==> config.mk <==
export PLATFORM = sky130hd
export DESIGN_NAME = efb_tc_sequencer
export DESIGN_NICKNAME = d
export VERILOG_FILES = /design/src/rtl/efb_tc_pkg.sv /design/src/rtl/efb_wb_xact.sv /design/src/rtl/efb_tc_sequencer.sv
export SDC_FILE = /design/constraint.sdc
export NUM_CORES = 1
export LEC_CHECK = 0
export ABC_AREA = 1
export CORE_UTILIZATION = 46
export DETAILED_ROUTE_END_ITERATION = 10
export HOLD_SLACK_MARGIN = 0.02
export PLACE_DENSITY = 0.84
export SYNTH_ARGS = -nofsm -noshare
export SYNTH_HDL_FRONTEND = slang
export SYNTH_SLANG_ARGS = --single-unit
==> constraint.sdc <==
create_clock -name CLK -period 1.7 [get_ports CLK]
set_input_delay 0.34 -clock CLK [delete_from_list [all_inputs] [get_ports CLK]]
set_output_delay 0.34 -clock CLK [all_outputs]
set_load 0.02 [all_outputs]
==> src/rtl/efb_tc_pkg.sv <==
// Shared definitions for the EFB timer/counter programming sequencer:
// register map, FSM encoding and the fixed programming script.
package efb_tc_pkg;

    localparam logic [7:0] ADR_TCCR0     = 8'h5E;
    localparam logic [7:0] ADR_TCCR1     = 8'h5F;
    localparam logic [7:0] ADR_TCTOPSET0 = 8'h60;
    localparam logic [7:0] ADR_TCTOPSET1 = 8'h61;
    localparam logic [7:0] ADR_TCOCRSET0 = 8'h62;
    localparam logic [7:0] ADR_TCOCRSET1 = 8'h63;

    localparam int         SCRIPT_LEN = 7;
    localparam logic [2:0] LAST_STEP  = 3'(SCRIPT_LEN - 1);

    typedef enum logic [2:0] {
        ST_IDLE,
        ST_ISSUE,
        ST_WAIT_ACK,
        ST_GAP,
        ST_CHECK,
        ST_DONE,
        ST_ERR
    } tc_state_e;

    typedef struct packed {
        logic       we;
        logic [7:0] adr;
        logic [7:0] dat;
    } wb_op_t;

    // TCCR1 goes last so the counter is only enabled once top/compare are loaded;
    // the final step reads TCTOPSET0 back.
    function automatic wb_op_t script_op(
        input logic [2:0]  step,
        input logic [15:0] top,
        input logic [15:0] ocr,
        input logic [7:0]  tccr0,
        input logic [7:0]  tccr1
    );
        wb_op_t op;
        op = '{we: 1'b0, adr: ADR_TCTOPSET0, dat: 8'h00};
        case (step)
            3'd0: op = '{we: 1'b1, adr: ADR_TCCR0,     dat: tccr0};
            3'd1: op = '{we: 1'b1, adr: ADR_TCTOPSET0, dat: top[7:0]};
            3'd2: op = '{we: 1'b1, adr: ADR_TCTOPSET1, dat: top[15:8]};
            3'd3: op = '{we: 1'b1, adr: ADR_TCOCRSET0, dat: ocr[7:0]};
            3'd4: op = '{we: 1'b1, adr: ADR_TCOCRSET1, dat: ocr[15:8]};
            3'd5: op = '{we: 1'b1, adr: ADR_TCCR1,     dat: tccr1};
            default: op = '{we: 1'b0, adr: ADR_TCTOPSET0, dat: 8'h00};
        endcase
        return op;
    endfunction

endpackage

==> src/rtl/efb_wb_xact.sv <==
// Single Wishbone classic transaction engine with an ack timeout.
// Bus outputs are registered; ok/tout are valid only while stb is high.
module efb_wb_xact #(
    parameter int ACK_TIMEOUT = 255
) (
    input  logic       clk,
    input  logic       rst,
    input  logic       go,
    input  logic       we,
    input  logic [7:0] adr,
    input  logic [7:0] wdat,
    output logic [7:0] rdat,
    output logic       ok,
    output logic       tout,
    output logic       wb_cyc,
    output logic       wb_stb,
    output logic       wb_we,
    output logic [7:0] wb_adr,
    output logic [7:0] wb_wdat,
    input  logic [7:0] wb_rdat,
    input  logic       wb_ack
);

    logic [7:0] cnt_q;

    // An ack with no strobe outstanding is never seen by the sequencer.
    assign ok   = wb_stb & wb_ack;
    assign tout = wb_stb & ~wb_ack & (cnt_q == 8'd1);
    assign rdat = wb_rdat;

    always_ff @(posedge clk) begin
        if (rst) begin
            wb_cyc  <= 1'b0;
            wb_stb  <= 1'b0;
            wb_we   <= 1'b0;
            wb_adr  <= 8'h00;
            wb_wdat <= 8'h00;
            cnt_q   <= 8'h00;
        end else if (go) begin
            wb_cyc  <= 1'b1;
            wb_stb  <= 1'b1;
            wb_we   <= we;
            wb_adr  <= adr;
            wb_wdat <= wdat;
            cnt_q   <= 8'(ACK_TIMEOUT);
        end else if (ok || tout) begin
            wb_cyc  <= 1'b0;
            wb_stb  <= 1'b0;
        end else if (wb_stb) begin
            cnt_q   <= cnt_q - 8'd1;
        end
    end

endmodule

==> src/rtl/efb_tc_sequencer.sv <==
// Wishbone master that programs the MachXO2 EFB timer/counter with a runtime
// top/compare value, reads TCTOPSET0 back and reports done or error.
module efb_tc_sequencer
    import efb_tc_pkg::*;
#(
    parameter int         ACK_TIMEOUT = 255,
    parameter logic [7:0] TCCR0_VAL   = 8'h08,
    parameter logic [7:0] TCCR1_VAL   = 8'h05
) (
    input  logic        CLK,
    input  logic        RESET,
    input  logic        start,
    input  logic [15:0] top_i,
    input  logic [15:0] ocr_i,
    output logic        wb_cyc_o,
    output logic        wb_stb_o,
    output logic        wb_we_o,
    output logic [7:0]  wb_adr_o,
    output logic [7:0]  wb_dat_o,
    input  logic [7:0]  wb_dat_i,
    input  logic        wb_ack_i,
    output logic        busy,
    output logic        done,
    output logic        error,
    output tc_state_e   fsm_state
);

    tc_state_e   state_q, state_n;
    logic [2:0]  step_q, step_n;
    logic [15:0] top_q, ocr_q;
    logic        busy_q, done_q, error_q;
    logic        accept, go;
    logic        x_ok, x_tout;
    logic [7:0]  x_rdat;
    wb_op_t      op;

    always_ff @(posedge CLK) begin
        if (RESET) begin
            state_q <= ST_IDLE;
        end else begin
            state_q <= state_n;
        end
    end

    // ISSUE is the first strobe cycle; the read step waits in CHECK so the
    // readback is compared on the very edge its ack arrives.
    always_comb begin
        state_n = state_q;
        step_n  = step_q;
        accept  = 1'b0;
        go      = 1'b0;
        case (state_q)
            ST_IDLE: begin
                if (start) begin
                    accept  = 1'b1;
                    go      = 1'b1;
                    step_n  = 3'd0;
                    state_n = ST_ISSUE;
                end
            end
            ST_ISSUE, ST_WAIT_ACK, ST_CHECK: begin
                if (x_tout) begin
                    state_n = ST_ERR;
                end else if (x_ok) begin
                    if (step_q == LAST_STEP) begin
                        state_n = (x_rdat == top_q[7:0]) ? ST_DONE : ST_ERR;
                    end else begin
                        state_n = ST_GAP;
                    end
                end else if (state_q == ST_ISSUE) begin
                    state_n = (step_q == LAST_STEP) ? ST_CHECK : ST_WAIT_ACK;
                end
            end
            ST_GAP: begin
                go      = 1'b1;
                step_n  = step_q + 3'd1;
                state_n = ST_ISSUE;
            end
            ST_DONE, ST_ERR: state_n = ST_IDLE;
            default:         state_n = ST_IDLE;
        endcase
        op = script_op(step_n, top_q, ocr_q, TCCR0_VAL, TCCR1_VAL);
    end

    always_ff @(posedge CLK) begin
        if (RESET) begin
            step_q  <= 3'd0;
            top_q   <= 16'h0000;
            ocr_q   <= 16'h0000;
            busy_q  <= 1'b0;
            done_q  <= 1'b0;
            error_q <= 1'b0;
        end else begin
            step_q <= step_n;
            if (accept) begin
                top_q <= top_i;
                ocr_q <= ocr_i;
            end
            busy_q <= (state_n == ST_ISSUE) || (state_n == ST_WAIT_ACK) ||
                      (state_n == ST_GAP)   || (state_n == ST_CHECK);
            done_q <= (state_n == ST_DONE);
            if (accept) begin
                error_q <= 1'b0;
            end else if (state_n == ST_ERR) begin
                error_q <= 1'b1;
            end
        end
    end

    efb_wb_xact #(
        .ACK_TIMEOUT(ACK_TIMEOUT)
    ) u_xact (
        .clk     (CLK),
        .rst     (RESET),
        .go      (go),
        .we      (op.we),
        .adr     (op.adr),
        .wdat    (op.dat),
        .rdat    (x_rdat),
        .ok      (x_ok),
        .tout    (x_tout),
        .wb_cyc  (wb_cyc_o),
        .wb_stb  (wb_stb_o),
        .wb_we   (wb_we_o),
        .wb_adr  (wb_adr_o),
        .wb_wdat (wb_dat_o),
        .wb_rdat (wb_dat_i),
        .wb_ack  (wb_ack_i)
    );

    assign busy      = busy_q;
    assign done      = done_q;
    assign error     = error_q;
    assign fsm_state = state_q;

endmodule

==> out/qor.txt <==
area overhead of the layout relative to synthesis: 39.8%
cell type of the slowest stage on the worst timing path: dfxtp_4
worst vdd rail ir drop: 431 uV
y dimension of the die: 85.3 um
starting DRC count in detailed routing: 155
count of synthesis-stage warnings from yosys: 0
reported leakage power: 0.00191 uW
number of flip-flops and latches in the synthesized netlist: 64
Power, Total: 3580 uW
Arrival @ worst endpoint: 1.95 ns
dominant combinational cell family by area after synthesis: simple AND/OR/NAND/NOR gates
Synth Area in Adders: 0.0157
fraction of layout cells with a size suffix above 1: 0.194
# fillers: 564
upper clock frequency limit: 581 MHz
top-level port count: 69
setup tns final: -0.0846 ns
total length of routed met3 wires: 402 um
antenna violations before repair: 0
die area: 7280 sq um
Main synth FF type: dfxtp_1
FP Rows: 30
core box area: 6760 sq um
post-synth cell types: 33
number of buffers added to fix hold violations after cts: 0
commonest non-fill, non-tap cells in the layout: nand2_1 (115), dfxtp_1 (60), clkdlybuf4s50_1 (60)
unrepaired setup endpoints after global routing: true
largest fanout on the critical path: 5
peak per-stage delay on the critical path: 0.37 ns
proportion of synthesized area in mux cells: 0
net total in the final layout: 596
CP Buf/Inv Count: 1
Worst path top cell family by delay: simple AND/OR/NAND/NOR gates
clock sink count: 64
detailed-route DRC error count: 0
average routed wire per standard cell: 13.8 um
worst setup slack after layout: -0.0220 ns
CTS H-tree lvls: 3
mean post-synth cell area: 7.02 sq um
fraction of the yosys area taken by sequential cells: 0.401
clock root buffer master: clkbuf_8
asr flop ratio synth: 0
worst hold path type: flip-flop to flip-flop
element type at the critical path start: flip-flop
clock slew at the register clock pins of the worst setup and hold paths: 0.07 ns
pin count of the biggest net entering global routing: 47
overall global routing resource usage: 0.249
area of combinational cells with multiple inputs: 1750 sq um
net count after synthesis: 503
total power divided by cell area: 801 nW/um^2
Cell Area, Synth: 3200 sq um
number of search-and-repair iterations in the first detailed-routing pass: 5
share of the clock period used by the worst path after layout: 1.01
ant diodes: 0
initial cell density of the core: 0.473
critical path capture point type: flip-flop
DP Cell Count: 609
count of mapped cells out of synthesis: 455
max_cap viols: 0
filler-free cell count of the finished design: 632
TritonCTS clock tree: done
count of endpoints failing setup in the final report: 5
wire length of the first global-routing pass: 14.3 mm
Clock Path Buffers: 2
most common library cell in the layout ignoring fill and taps: nand2_1
metal2 WL: 4.46 mm
run status: finished, violations left
Clock Latency Late Sink: 0.34 ns
routability-driven placement congestion ratio: 0.848
via count of the first global-routing pass: 3270
Post-Place Setup Slack: -0.464 ns
Routed met1 length: 3.60 mm
Setup Skew: 0.00285 ns
Post-synth EDFFs: 0
final wirelength: 8.73 mm
die span in x: 85.3 um
failing checks: setup timing
post-DP HPWL: 6.01 mm
number of buffers added by the clock tree synthesis step: 9
CP cell instances: ha_1 > buf_4 > xor2_2 > nand2_2 > nand2_4 > nor2_1 > nand3_1 > nand2_1 > o21ai_1 > a21oi_1
GRT Residual Overflow: 0
detailed-route vias per instance: 5.26
path type of the worst setup path: flip-flop to flip-flop
number of failing hold endpoints at the final stage: 0
area share of and/or/nand/nor cells after synthesis: 0.321
Util after Layout: 0.661
topmost layer with routed signal wires: met4
count of input and output buffers: 67
Data required, critical path: 1.93 ns
register cell area after layout: 1290 sq um
post-route ant nets: 0
compound-gate portion of the synthesized area: 0.142
final number of max-transition violations: 0
parity-gate share of the synthesized area counting xor and xnor cells: 0.0247
routed vias: 3324
Period minus WS final: 1.72 ns
-- state kept, by name (all words and copies together) (netlist names), 3 cells and up --
signal and cells:
ocr_q 16, top_q 16, u_xact.cnt_q 8, u_xact.wb_wdat 8, u_xact.wb_adr 5, fsm_state 3
step_q 3
-- where the power goes --
| group | internal, uW | total [uW] | switching (uW) |
|---|---|---|---|
| combinational | 326 | 726 | 399 |
| clock | 596 | 1170 | 577 |
| sequential | 1610 | 1680 | 72.3 |
-- cell families (layout without fill, tap and decap cells) --
| kind of cell | count (synthesis) | count (layout) |
|---|---|---|
| flops | 64 | 64 |
| buf+inv | 67 | 163 |
| other cells | 1 | 1 |
| simple gates | 226 | 227 |
| fa+ha+maj | 4 | 4 |
| xor+xnor | 9 | 9 |
| compound gates | 84 | 84 |
-- cells in the mapped netlist (2+ instances only) --
cell type,number,area share
clkinv_1,2,0.0024
nor3_1,2,0.0031
buf_2,4,0.0063
nor2_2,3,0.0059
o21ai_0,25,0.039
xnor2_1,7,0.019
xor2_1,2,0.0055
ha_1,4,0.016
clkbuf_1,9,0.011
nand2_2,6,0.012
dfxtp_1,64,0.40
a21oi_2,7,0.019
buf_4,5,0.012
nor2_1,50,0.059
nand4_1,10,0.020
nand2_1,121,0.14
a21oi_1,46,0.072
buf_6,2,0.0070
nand3_2,4,0.013
nand3_4,3,0.016
inv_1,42,0.049
nand3_1,21,0.033
a31oi_1,4,0.0078
nor2_4,3,0.011
-- metrics by stage --
| stage | area [sq um] | hold slack, ns |
|---|---|---|
| global placement | 4080 | 0.441 |
| CTS | 4350 | 0.461 |
| detailed placement | 4080 | 0.452 |
| finish | 4470 | 0.461 |
| global route | 4470 | 0.481 |
| floorplan | 3200 | 0.430 |
-- worst reg2reg max path, stage by stage, from the launching register on --
cell and delay (ns):
dfxtp_4 0.37, ha_1 0.22, buf_4 0.15, xor2_2 0.15, nand2_2 0.12, nand2_4 0.13, nor2_1 0.08, nand3_1 0.08
nand2_1 0.06, o21ai_1 0.17, a21oi_1 0.09
-- area by class of cell --
| type | count | area share |
|---|---|---|
| clock inverters | 3 | 0.00392 |
| well taps | 80 | 0.0224 |
| flip-flops and latches | 64 | 0.290 |
| inverters | 45 | 0.0384 |
| multi-input cells | 325 | 0.393 |
| repair buffers | 103 | 0.218 |
| clock buffers | 12 | 0.0347 |
-- final timing paths --
check	start	end	slack [ns]	cells past startpoint
min reg2reg	ocr_q[7]$_SDFFE_PP0P_	ocr_q[7]$_SDFFE_PP0P_	0.46	2
max	step_q[0]$_SDFF_PP0_	u_xact.wb_wdat[3]$_SDFFE_PP0P_	-0.02	10
min	ocr_q[7]$_SDFFE_PP0P_	ocr_q[7]$_SDFFE_PP0P_	0.46	2
max reg2reg	step_q[0]$_SDFF_PP0_	u_xact.wb_wdat[3]$_SDFFE_PP0P_	-0.02	10
-- what timing repair did --
item | 4_1_cts | 5_1_grt
resized for setup | 28 | 26
setup buffers | 4 | 3
pin swaps | 9 | 10
gates cloned | 0 | 1
setup endpoints to repair | 35 | 34
-- metal layers --
layer | GRT usage | up-vias
met2 | 0.450 | 108
met4 | 0.130 | 0
met5 | 0 | -
li1 | - | 1641
met1 | 0.281 | 1551
met3 | 0.0399 | 24
Power figures use the tool's default switching activity.
==> edit: new RTL, same settings <==
Reset style: asynchronous (`RESET` and `rst`), changed in 3 clocked blocks.
--- a/src/rtl/efb_wb_xact.sv
+++ b/src/rtl/efb_wb_xact.sv
@@ -28,7 +28,7 @@
     assign tout = wb_stb & ~wb_ack & (cnt_q == 8'd1);
     assign rdat = wb_rdat;
 
-    always_ff @(posedge clk) begin
+    always_ff @(posedge clk or posedge rst) begin
         if (rst) begin
             wb_cyc  <= 1'b0;
             wb_stb  <= 1'b0;
--- a/src/rtl/efb_tc_sequencer.sv
+++ b/src/rtl/efb_tc_sequencer.sv
@@ -34,7 +34,7 @@
     logic [7:0]  x_rdat;
     wb_op_t      op;
 
-    always_ff @(posedge CLK) begin
+    always_ff @(posedge CLK or posedge RESET) begin
         if (RESET) begin
             state_q <= ST_IDLE;
         end else begin
@@ -82,7 +82,7 @@
         op = script_op(step_n, top_q, ocr_q, TCCR0_VAL, TCCR1_VAL);
     end
 
-    always_ff @(posedge CLK) begin
+    always_ff @(posedge CLK or posedge RESET) begin
         if (RESET) begin
             step_q  <= 3'd0;
             top_q   <= 16'h0000;
Check against the original RTL: differs if RESET is asserted again (counterexample within 4 cycles, from zero or initial values and one cycle with RESET high); with RESET held inactive, the same outputs for 10 cycles.
==> edit against the original RTL <==
The run still ends with setup timing left; area after synthesis increased by 6.3%; largest cell class unchanged; sequential cell count unchanged; critical path type unchanged; non-clock buffer count increased by 2; worst setup slack got worse by 0.14 ns; design area increased by 9.3%; wire length increased by 12%.
Power is not compared: it rests on default switching activity, and its combinational part moved more than twofold at a synthesized area within 25%.
==> edit: results (changes against the original RTL) <==
| Metric | Value |
|---|---|
| Status | `finished with violations (unchanged)` |
| Failing checks | `setup timing (unchanged)` |
| Met1 Resource Use GR | `30.0% (was 28.1%)` |
| Area after DPL | `4250 um2 (was 4080 um2)` |
| Layout clock area frac | `4.51% (was 3.86%)` |
| Vias in the first global route | `3121 (was 3270)` |
| Commonest cells post-synth | `nand2_1, dfrtp_1, inv_1 (was nand2_1, dfxtp_1, nor2_1)` |
| Post-Syn Nets | `488 (was 503)` |
| Crit path max fanout | `6 (was 5)` |
| Clock buf count | `9 (was 12)` |
| Mapped Cells | `440 (was 455)` |
| First-pass GRT wire length | `14.2 mm (was 14.3 mm)` |
| Synth Area in XOR/XNOR | `2.06% (was 2.47%)` |
| Nonclk inv count | `48 (was 45)` |
| DR WL met3 | `687 um (was 402 um)` |
| Sequential-to-total area share from yosys stat | `47.1% (was 40.1%)` |
| Layout non-clock buf frac | `22.9% (was 21.8%)` |
| Global routing met2 resource utilization | `40.8% (was 45.0%)` |
| Final setup fails | `12 (was 5)` |
| Worst setup margin | `-0.160 ns (was -0.0220 ns)` |
| Slowest cell on crit path | `dfrtp_2 (was dfxtp_4)` |
| Fill cell count | `508 (was 564)` |
| Final nets | `585 (was 596)` |
| Fraction of area in multi-input gates | `33.4% (was 39.3%)` |
| Util after Layout | `69.9% (was 66.1%)` |
| #MultiIn Comb | `309 (was 325)` |
| Met3 Usage GRT | `6.88% (was 3.99%)` |
| Vias | `3413 (was 3324)` |
| Fin Setup TNS | `-1.10 ns (was -0.0846 ns)` |
| Layout cells sized above 1 | `19.6% (was 19.4%)` |
| Place WS | `-0.316 ns (was -0.464 ns)` |
| Reg area | `1600 um2 (was 1290 um2)` |
| Routed vias/inst | `5.35 (was 5.26)` |
| Netlist cell types | `30 (was 33)` |
| Asr flop ratio synth | `100% (was 0%)` |
| CTS resizes | `33 (was 28)` |
| Main synth FF type | `dfrtp_1 (was dfxtp_1)` |
| Slowest stage delay, CP | `0.49 ns (was 0.37 ns)` |
| Final worst clock skew | `0.00928 ns (was 0.00285 ns)` |
| Largest net degree at the start of global routing | `65 (was 47)` |
| Compound-gate portion of the synthesized area | `5.67% (was 14.2%)` |
| Gp weighted congestion | `0.920 (was 0.848)` |
[edit: cell types whose count changed in the layout (fill, tap and decap cells not counted), sizes merged, moves of 5 or more]
| cell | change |
|---|---|
| clkdlybuf4s50 | -10 |
| nand3 | +5 |
| nor2 | -18 |
| dfxtp | -64 |
| dfrtp | +64 |
| dlymetal6s2s | +9 |
| nand2 | +43 |
| a21oi | -48 |
[edit: worst paths after layout]
check,start,endpoint,slack [ns],cells after the start
worst max-delay path,fsm_state[0],u_xact.wb_wdat[2],-0.16,11
worst min-delay path,RESET,top_q[15],0.41,3
worst max register to register,fsm_state[0],u_xact.wb_wdat[2],-0.16,11
worst min register to register,u_xact.wb_adr[6],u_xact.wb_adr[6],0.47,1
max in group asynchronous,RESET,u_xact.cnt_q[2],1.01,3
min in group CLK,u_xact.wb_adr[6],u_xact.wb_adr[6],0.47,1
